<file path="config.mk">
export PLATFORM = sky130hd
export DESIGN_NAME = infix_to_postfix
export DESIGN_NICKNAME = d
export VERILOG_FILES = /design/src/rtl/infix_to_postfix.sv
export SDC_FILE = /design/constraint.sdc
export NUM_CORES = 1
export LEC_CHECK = 0
export BUFFER_PORTS_ARGS = -buffer_cell sky130_fd_sc_hd__clkbuf_2
export CAP_MARGIN = 20
export CORE_ASPECT_RATIO = 1.1
export CORE_MARGIN = 5
export CORE_UTILIZATION = 40
export CTS_BUF_LIST = sky130_fd_sc_hd__clkbuf_8
export CTS_CLUSTER_SIZE = 14
export DETAILED_ROUTE_END_ITERATION = 16
export SLEW_MARGIN = 5
export SYNTH_ARGS = -nofsm -noshare
export SYNTH_HDL_FRONTEND = slang
export SYNTH_SLANG_ARGS = --single-unit
</file>
<file path="constraint.sdc">
create_clock -name Sysclk -period 6.49 [get_ports Sysclk]
set_input_delay 0.9735 -clock Sysclk [delete_from_list [all_inputs] [get_ports Sysclk]]
set_output_delay 0.9735 -clock Sysclk [all_outputs]
set_load 0.02 [all_outputs]
</file>
<file path="src/rtl/infix_to_postfix.sv">
// infix_to_postfix: shunting-yard converter from the infix token RAM to the postfix token RAM.
// Rev 1.0 - initial release.
`default_nettype none

module infix_to_postfix #(
    parameter int STACK_DEPTH = 16,
    parameter int PTR_W       = 8
) (
    input  logic             Sysclk,
    input  logic             Rst_n,
    input  logic             En,
    input  logic [15:0]      Instr,
    output logic [PTR_W-1:0] R_Pointer,
    output logic [PTR_W-1:0] W_Pointer,
    output logic [15:0]      Outstr,
    output logic             Wr_En,
    output logic             Finish,
    output logic             Error
);
    localparam int               SP_W    = $clog2(STACK_DEPTH) + 1;
    localparam logic [SP_W-1:0]  SP_FULL = SP_W'(STACK_DEPTH);
    localparam logic [PTR_W-1:0] R_MAX   = '1;
    localparam logic [15:0] TOK_END = 16'h8001, TOK_MUL = 16'h8002, TOK_DIV = 16'h8003;
    localparam logic [15:0] TOK_ADD = 16'h7FFF, TOK_SUB = 16'h7FFE;
    localparam logic [15:0] TOK_LP  = 16'h7FFC, TOK_RP  = 16'h7FFD;

    typedef enum logic [2:0] {
        FETCH_WAIT = 3'd0,
        DECODE     = 3'd1,
        POP_OP     = 3'd2,
        PUSH       = 3'd3,
        PAREN      = 3'd4,
        FLUSH      = 3'd5,
        DONE       = 3'd6,
        ERR        = 3'd7
    } state_t;

    state_t            state_q, state_d;
    logic [PTR_W-1:0]  rptr_q, rptr_d, wptr_q, wptr_d;
    logic [SP_W-1:0]   sp_q, sp_d;
    logic [15:0]       stack_q [STACK_DEPTH];
    logic              push_en;
    logic [SP_W-2:0]   top_idx;
    logic [15:0]       top;
    logic              empty, full;

    function automatic logic [1:0] prec(input logic [15:0] t);
        if (t == TOK_MUL || t == TOK_DIV)      return 2'd2;
        else if (t == TOK_ADD || t == TOK_SUB) return 2'd1;
        else                                   return 2'd0;
    endfunction

    assign top_idx = sp_q[SP_W-2:0] - 1'b1;
    assign top     = stack_q[top_idx];
    assign empty   = (sp_q == '0);
    assign full    = (sp_q == SP_FULL);

    // Every write state returns through DECODE (or FETCH_WAIT), so Wr_En never
    // asserts in back-to-back cycles; Instr stays valid because R_Pointer holds.
    always_comb begin
        state_d = state_q;
        rptr_d  = rptr_q;
        wptr_d  = wptr_q;
        sp_d    = sp_q;
        push_en = 1'b0;
        Outstr  = 16'h0000;
        Wr_En   = 1'b0;
        Finish  = 1'b0;
        Error   = 1'b0;
        case (state_q)
            FETCH_WAIT: state_d = DECODE;
            DECODE: begin
                if (rptr_q == R_MAX && Instr != TOK_END) begin
                    state_d = ERR;
                end else if (Instr == TOK_END) begin
                    state_d = FLUSH;
                end else if (Instr == TOK_LP) begin
                    state_d = PUSH;
                end else if (Instr == TOK_RP) begin
                    state_d = PAREN;
                end else if (prec(Instr) != 2'd0) begin
                    if (!empty && prec(top) >= prec(Instr)) state_d = POP_OP;
                    else                                     state_d = PUSH;
                end else begin
                    Outstr  = Instr;
                    Wr_En   = 1'b1;
                    wptr_d  = wptr_q + 1'b1;
                    rptr_d  = rptr_q + 1'b1;
                    state_d = FETCH_WAIT;
                end
            end
            POP_OP: begin
                Outstr  = top;
                Wr_En   = 1'b1;
                sp_d    = sp_q - 1'b1;
                wptr_d  = wptr_q + 1'b1;
                state_d = DECODE;
            end
            PUSH: begin
                if (full) begin
                    state_d = ERR;
                end else begin
                    push_en = 1'b1;
                    sp_d    = sp_q + 1'b1;
                    rptr_d  = rptr_q + 1'b1;
                    state_d = FETCH_WAIT;
                end
            end
            PAREN: begin
                if (empty) begin
                    state_d = ERR;
                end else if (top == TOK_LP) begin
                    sp_d    = sp_q - 1'b1;
                    rptr_d  = rptr_q + 1'b1;
                    state_d = FETCH_WAIT;
                end else begin
                    Outstr  = top;
                    Wr_En   = 1'b1;
                    sp_d    = sp_q - 1'b1;
                    wptr_d  = wptr_q + 1'b1;
                    state_d = DECODE;
                end
            end
            FLUSH: begin
                if (empty) begin
                    Outstr  = TOK_END;
                    Wr_En   = 1'b1;
                    wptr_d  = wptr_q + 1'b1;
                    state_d = DONE;
                end else if (top == TOK_LP) begin
                    state_d = ERR;
                end else begin
                    Outstr  = top;
                    Wr_En   = 1'b1;
                    sp_d    = sp_q - 1'b1;
                    wptr_d  = wptr_q + 1'b1;
                    state_d = DECODE;
                end
            end
            DONE: Finish = 1'b1;
            ERR: begin
                Finish = 1'b1;
                Error  = 1'b1;
            end
            default: state_d = ERR;
        endcase
    end

    always_ff @(posedge Sysclk or negedge Rst_n) begin
        if (!Rst_n) begin
            state_q <= FETCH_WAIT;
            rptr_q  <= '0;
            wptr_q  <= '0;
            sp_q    <= '0;
        end else if (!En) begin
            state_q <= FETCH_WAIT;
            rptr_q  <= '0;
            wptr_q  <= '0;
            sp_q    <= '0;
        end else begin
            state_q <= state_d;
            rptr_q  <= rptr_d;
            wptr_q  <= wptr_d;
            sp_q    <= sp_d;
        end
    end

    // Stack contents need no reset: only entries below the stack pointer are read.
    always_ff @(posedge Sysclk) begin
        if (push_en && En) stack_q[sp_q[SP_W-2:0]] <= Instr;
    end

    assign R_Pointer = rptr_q;
    assign W_Pointer = wptr_q;

endmodule

`default_nettype wire
</file>
==> results_dict.tcl <==
set metrics [dict create \
    outcome "complete, no violations" \
    path_clk_slew_ns 0.08 \
    io_buffers 53 \
    fp.dieW_um 179 \
    clock-sinks 280 \
    fin_ws_ns 0.385 \
    hp-class "input port to async pin" \
    startpoint_type "flip-flop" \
    hold_violations 0 \
    r2r_slack_ns 1.61 \
    rows 68 \
    vdd_drop_max_uv 343 \
    pin_count 54 \
    final_cell_mix "edfxtp_1 (256), mux2i_1 (118), clkbuf_2 (53)" \
    worstMarginPinSlew_ns 0.965 \
    slew_violations 0 \
    vias 7389 \
    yosysWarnings 0 \
    drt-total-wl_um 31700 \
    synth_mux_area_frac 0.172 \
    detail_route.wl_per_cell_um 23.9 \
    finClkSkew_ns 0.0298 \
    setup-tns-final_ns 0 \
    grt_pass1_wl_um 47000 \
    ys_seq_elements 280 \
    drive_above_1_share 0.235 \
    period_share 0.941 \
    grt.busiest_layer "met2" \
    max_freq_mhz 164 \
    via_per_inst 5.57 \
    syn_inst 785 \
    root_buffer "clkbuf_8" \
    met2_usage 0.295 \
    drtIter0Drc 750 \
    synth_area_um2 12500 \
    grt_pass1_vias 7381 \
    final_common_cell "edfxtp_1" \
    grt_overflow 0 \
    ys.flop_type "edfxtp_1" \
    diodes 0 \
    globalRouteMet3Util 0.0347 \
    internal_power_mw 4.13 \
    antenna_left 0 \
    antenna_found_initial 0 \
    synth_compound_area_frac 0.0555 \
    cts_tree "built" \
    max_slew_margin 0.357 \
    endpoint "Outstr[6]" \
    synth_adder_area_share 0.0136 \
    layout.nets 903 \
    reg2reg_to "state_q[0]" \
    cap_violations 0 \
    area_growth_pct 13.5 \
    utilization 0.457 \
    grt_setup_unrepaired "no" \
    syn-mean-instance-area_um2 16.0 \
    regToRegStartpoint "sp_q[0]" \
    critical_path_required_ns 5.52 \
    finalSetupViolCount 0 \
    insertion_delay_ns 0.56 \
    place_ws_ns 0.961 \
    hpwlAfterDp_um 19600 \
    async_reset_ff_frac 0.0857 \
    swShare 0.403 \
    seq_power_share 0.301 \
    clkPwrFrac 0.212 \
    synth-seq-area-share 0.660 \
    criticalPathCategory "flip-flop to primary output" \
    cts_buffer_depth 3 \
    gp_congestion 0.822 \
    power_density_nw_per_um2 486 \
    synth_simple_gate_area_share 0.0670 \
    first_pass_iters 5 \
    critPathLaunch "sp_q[1]" \
    grtUsageMet1 0.243 \
    ys_types 65 \
    reg2reg_depth 16 \
    synth-edff-count 256 \
    cts-resized-gates 0 \
    dieArea_um2 35000 \
    coreArea_um2 31100 \
    initial_core_util 0.403 \
    combPwrFrac 0.487 \
    cts.htree.levels 2 \
    worstPathArrival_ns 5.13 \
    crit_fanout 39 \
    synth_top_family_by_area "multiplexers" \
    synth.net_count 817 \
    p_switching_mw 2.79 \
    die_y_um 196 \
    cp-end-kind "primary output" \
    cellLeakagePower_nw 4.80 \
    power_mw 6.92 \
    synth-xor-area-share 0.00489 \
    drc_errors 0 \
    cts_buffers 47 \
    grt_start_max_net_pins 40 \
    track_usage 0.180 \
    period_needed_ns 6.11 \
    ctsHoldBuffers 0 \
    cts_setup_buffers 0 \
]
[critical path, cell delays in order, from the launching register on]
cell,delay [ns]
dfrtp_1,0.43
inv_1,0.16
ha_4,0.71
buf_4,0.45
mux2i_1,0.14
mux4_2,0.51
nor4_2,0.31
nand3b_1,0.19
a2111oi_4,0.47
and2_1,0.18
buf_4,0.22
o21ai_2,0.31
a22o_1,0.30
clkbuf_2,0.15
[layer usage]
metal | up-vias | share of wire
met5 | - | 0
met4 | 0 | 0.026
met3 | 57 | 0.070
met2 | 281 | 0.49
met1 | 3761 | 0.42
li1 | 3290 | -
[through the flow]
| stage | instances | cell area, um2 | hold WS, ns |
|---|---|---|---|
| floorplan | 785 | 12500 | 0.614 |
| global placement | 1241 | 13400 | 0.531 |
| detailed placement | 1242 | 13400 | 0.536 |
| CTS | 1326 | 14200 | 0.430 |
| global route | 1326 | 14200 | 0.459 |
| finish | 1326 | 14200 | 0.419 |
[power groups by stage]
stage                     registers [mW]  clock network (mW)  logic, mW
after CTS                           2.08                1.50       3.39
after floorplan                     2.08                   0       2.41
after detailed placement            2.12                   0       3.37
final                               2.08                1.47       3.37
after global routing                2.09                1.60       3.57
after global placement              2.12                   0       3.37
[cells by family after synthesis]
family,after synthesis
flops,280
simple gates,168
mux,164
compound gates,97
buf+inv,56
fa+ha+maj,13
xor+xnor,7
[state kept, by name (all words and copies together), names as in the netlist]
name,flops
stack_q,256
R_Pointer,8
W_Pointer,8
sp_q,5
state_q,3
[synthesized netlist by cell type, types with 4 or more instances]
library cell	instances	area, um2
a211oi_1	10	75.1
a21oi_1	19	95.1
a22o_1	14	123
a31oi_1	6	37.5
and2_1	7	43.8
and3_1	5	31.3
buf_2	8	40.0
buf_4	9	67.6
buf_6	5	56.3
clkbuf_1	16	60.1
dfrtp_1	24	601
edfxtp_1	256	7690
ha_1	12	150
inv_1	12	45.0
mux2i_1	118	1180
mux4_2	41	923
nand2_1	52	195
nand2b_1	12	75.1
nand3_1	12	60.1
nand4_1	7	43.8
nor2_1	36	135
nor3_1	8	40.0
nor4_1	8	50.1
o211ai_1	4	30.0
o21ai_0	16	80.1
or3_1	5	31.3
xnor2_1	5	43.8
[worst min-delay path by stage]
stage            startpoint           end  slack, ns
6_report              Rst_n  W_Pointer[6]       0.42
5_1_grt               Rst_n  W_Pointer[6]       0.46
4_1_cts               Rst_n  W_Pointer[6]       0.43
3_5_place_dp   W_Pointer[7]  W_Pointer[7]       0.54
3_3_place_gp   W_Pointer[7]  W_Pointer[7]       0.53
2_1_floorplan       sp_q[4]       sp_q[4]       0.61
[final cells by class]
type,instances,area [um2]
fillers,2767,16900
flip-flops and latches,280,8290
multi-input cells,449,4020
clock buffers,48,661
well taps,420,526
repair buffers,80,488
clock inverters,36,210
inverters,13,48.8
No activity file was read; power rests on OpenSTA's default activity.
